### src/rtl/s_rca_acc.sv
// Signed burst accumulator: sums BURST_LEN sign-extended adder words, then holds the total
// on a valid/ready port. Define S_RCA_ACC_SAT_EN to clamp the accumulator on overflow.
module s_rca_acc #(
    parameter int unsigned WIDTH     = 3,
    parameter int unsigned ACC_WIDTH = 8,
    parameter int unsigned BURST_LEN = 4
) (
    input  logic                 clk,
    input  logic                 rst,
    input  logic                 in_valid,
    output logic                 in_ready,
    input  logic [WIDTH-1:0]     in_data,
    output logic                 out_valid,
    input  logic                 out_ready,
    output logic [ACC_WIDTH-1:0] out_data,
    output logic                 out_ovf
);

    localparam int unsigned Msb     = ACC_WIDTH - 1;
    localparam logic [7:0]  LastCnt = 8'(BURST_LEN - 1);

`ifdef S_RCA_ACC_SAT_EN
    localparam logic [ACC_WIDTH-1:0] AccMin = {1'b1, {(ACC_WIDTH-1){1'b0}}};
    localparam logic [ACC_WIDTH-1:0] AccMax = ~AccMin;
`endif

    typedef enum logic [0:0] {StAccum, StHold} state_e;

    state_e               state_q;
    logic [ACC_WIDTH-1:0] acc_q;
    logic [ACC_WIDTH-1:0] acc_d;
    logic [7:0]           cnt_q;
    logic                 ovf_q;

    logic [ACC_WIDTH-1:0] in_ext;
    logic [ACC_WIDTH-1:0] sum;
    logic                 sum_ovf;

    // Sign-rule overflow: equal operand signs, result sign differs.
    always_comb begin
        in_ext  = ACC_WIDTH'($signed(in_data));
        sum     = acc_q + in_ext;
        sum_ovf = (acc_q[Msb] == in_ext[Msb]) && (sum[Msb] != acc_q[Msb]);
        acc_d   = sum;
`ifdef S_RCA_ACC_SAT_EN
        if (sum_ovf) begin
            acc_d = acc_q[Msb] ? AccMin : AccMax;
        end
`endif
    end

    // in_ready/out_valid are registered alongside the state so they never depend on inputs.
    always_ff @(posedge clk) begin
        if (rst) begin
            state_q   <= StAccum;
            acc_q     <= '0;
            cnt_q     <= '0;
            ovf_q     <= 1'b0;
            in_ready  <= 1'b1;
            out_valid <= 1'b0;
        end else begin
            case (state_q)
                StAccum: begin
                    if (in_valid && in_ready) begin
                        acc_q <= acc_d;
                        cnt_q <= cnt_q + 8'd1;
                        ovf_q <= ovf_q | sum_ovf;
                        if (cnt_q == LastCnt) begin
                            state_q   <= StHold;
                            in_ready  <= 1'b0;
                            out_valid <= 1'b1;
                        end
                    end
                end
                StHold: begin
                    if (out_valid && out_ready) begin
                        state_q   <= StAccum;
                        acc_q     <= '0;
                        cnt_q     <= '0;
                        ovf_q     <= 1'b0;
                        in_ready  <= 1'b1;
                        out_valid <= 1'b0;
                    end
                end
                default: begin
                    state_q   <= StAccum;
                    in_ready  <= 1'b1;
                    out_valid <= 1'b0;
                end
            endcase
        end
    end

    assign out_data = acc_q;
    assign out_ovf  = ovf_q;

endmodule

### config.mk
export PLATFORM = sky130hd
export DESIGN_NAME = s_rca_acc
export DESIGN_NICKNAME = d
export VERILOG_FILES = /design/src/rtl/s_rca_acc.sv
export SDC_FILE = /design/constraint.sdc
export NUM_CORES = 1
export LEC_CHECK = 0
export ABC_AREA = 1
export CORE_UTILIZATION = 30
export CTS_CLUSTER_SIZE = 14
export DETAILED_ROUTE_END_ITERATION = 10
export DONT_BUFFER_PORTS = 1
export SYNTH_ARGS = -nofsm -noshare
export SYNTH_HDL_FRONTEND = slang
export SYNTH_SLANG_ARGS = --single-unit
### constraint.sdc
create_clock -name clk -period 4.35 [get_ports clk]
set_input_delay 0.435 -clock clk [delete_from_list [all_inputs] [get_ports clk]]
set_output_delay 0.435 -clock clk [all_outputs]
set_load 0.01 [all_outputs]
==> out/metrics.cfg <==
[clock_network]
cts_resized=0
clkSinkCount=20
cts_tree=yes
cts_hold_buf=0
cts_made_buffers=3
htree_levels=1
clockRootBuffer=clkbuf_8
clkSlewWorstSetupHoldPaths_ps=90
post_cts_buffers=0
clock_latency_ps=270
clockBufferDepth=2

[sta]
rsz0062_at_grt=no
tightest_slew_ps=474
setup_viol=0
hold_viol=0
relSlewSlack=0.684
fin_worst_skew_ps=6.19
tns_ps=0
timing.final.crit_share=0.368
fmax_mhz=625
final-max-slew-violation-count=0
min_period_ps=1600

[critical_path]
endpoint=out_data[4]
crit_buf_inv=0
crit_path_max_incr_delay_ps=430
critPathCaptureType=register
reg2regPathDepth=7
worstPathCellList=ha_1 -> fa_1 -> nand3_1 -> nand3_1 -> a21oi_1 -> o21ai_0 -> a21oi_1
crit_path_start_kind=register
r2r_start=out_data[0]
cp.depth=7
crit_start=out_data[0]
crit_arrival_ps=1810
r2r_slack_ps=2750
path_class=reg2reg
cpLargestDelayFamily=adder cells
crit_slowest_cell=fa_1
r2r_end=out_data[4]
path_max_fanout=4
required_ps=4560

[route]
routed_wl_microns=2480
drc_errors=0
drt-initial-drc-count=62
dr.pass1.iters=4
vias=1014
viasPerCell=4.63
ant_nets=0
wire_per_inst_microns=11.3

[yosys]
yosysSeqAreaShare=0.348
ys_ff_latch=20
syn_nets=184
yosysWarnings=0
syn_inst=168
syn_area_sq_um=1150
synth_cell_types=23
avgSynthCellArea_sq_um=6.84

[power_and_ir_drop]
report.power.total_w=0.000485
power_density_nw_per_um2=380
ir_drop_v=0.000140
p_leak_nw=0.593

[grt]
met3_usage=0.0375
grt_pass1_vias=909
grt_overflow=0
antenna_found_initial=0
grtUsageMet2=0.206
grt.busiest_layer=met2
grtUsageTotal=0.138
grt_max_degree=13
grt_pass1_wl_microns=4240
grtUsageMet1=0.178

[placement]
hpwlAfterDp_microns=1860
portBuffers=0
dp_cells=215
routabilityCongestion=0.785

[cells_and_area]
instances_no_fill=219
areaGrowthSynthToFinish_pct=11.0
multi_input_area_sq_um=654
nFillCells=388
drive_above_1_share=0.0819
num_antenna_cells=0
seq_area_sq_um=400
final_util=0.349
nets=188

[floorplan]
rows=22
io_pins=18
start_util=0.314
die_area_sq_um=4080
fp.coreArea_sq_um=3660
die_w_microns=63.9
die_y_microns=63.9

[run_status]
status=complete, no violations

[hold_path]
holdCritPathClass=in2reg

[job]
drv_cap=0

-- synthesized netlist by cell type (all sizes together) --
master	n	area share
dfxtp	20	0.35
a22o	1	0.0076
and3	2	0.012
a211oi	1	0.0065
nor3	1	0.0043
or2	1	0.0054
a21oi	20	0.087
xor2	2	0.015
inv	24	0.078
nand4	2	0.011
o21ai	7	0.037
ha	8	0.087
nand2	52	0.18
nor2	12	0.041
fa	1	0.017
nand3	13	0.057
buf	1	0.0043
-- layer usage --
| metal | vias up | wire length [microns] |
|---|---|---|
| li1 | 554 | - |
| met1 | 442 | 1270 |
| met2 | 13 | 1080 |
| met3 | 5 | 74 |
| met4 | 0 | 55 |
| met5 | - | 0 |
-- layout make-up --
cell class / instances / share of cell area
flip-flops and latches: 20 / 0.314
multi-input cells: 123 / 0.513
clock inverters: 1 / 0.0235
clock buffers: 3 / 0.0324
inverters: 24 / 0.0706
well taps: 48 / 0.0471
-- kinds of logic (layout without fill, tap and decap cells) --
logic type | count (synthesis) | in the layout | synth area share
AND/OR/NAND/NOR | 83 | 83 | 0.311
AO/OA/AOI/OAI | 29 | 29 | 0.138
buffers and inverters | 25 | 28 | 0.0827
flip-flops | 20 | 20 | 0.348
adder cells (fa/ha/maj) | 9 | 9 | 0.104
XOR/XNOR | 2 | 2 | 0.0152
-- stage by stage --
stage	hold WS (ps)	setup slack (ps)	area, sq um
floorplan	434	2800	1150
global placement	453	2740	1200
detailed placement	453	2690	1200
CTS	215	2740	1280
global route	203	2610	1280
finish	219	2750	1280
-- state kept, by name (all words and copies together), names as in the netlist --
signal,cells
cnt_q,8
in_ready,1
out_data,8
out_ovf,1
out_valid,1
state_q,1
-- where the power goes --
part / switching (W) / total (W) / internal, W
combinational: 0.0000481 / 0.0000788 / 0.0000308
clock: 0.0000733 / 0.000197 / 0.000123
sequential: 0.0000149 / 0.000209 / 0.000194
-- worst min-delay path by stage --
stage,end,slack (ps),start,depth (start not counted)
finish,cnt_q[1],220,rst,1
global route,out_data[0],200,rst,1
CTS,out_data[0],220,rst,1
detailed placement,cnt_q[4],450,cnt_q[4],2
global placement,cnt_q[4],450,cnt_q[4],2
floorplan,cnt_q[4],430,cnt_q[4],2
-- layout by cell type (no fill, tap or decap), types with 2 or more instances in the layout --
| cell type | instances |
|---|---|
| a21oi_1 | 20 |
| clkbuf_8 | 3 |
| dfxtp_1 | 20 |
| ha_1 | 8 |
| inv_1 | 22 |
| inv_2 | 2 |
| nand2_1 | 49 |
| nand2_2 | 2 |
| nand3_1 | 13 |
| nand4_1 | 2 |
| nor2_1 | 11 |
| o21ai_0 | 5 |
| o21ai_2 | 2 |
| xor2_1 | 2 |
(Power assumes the default switching activity.)
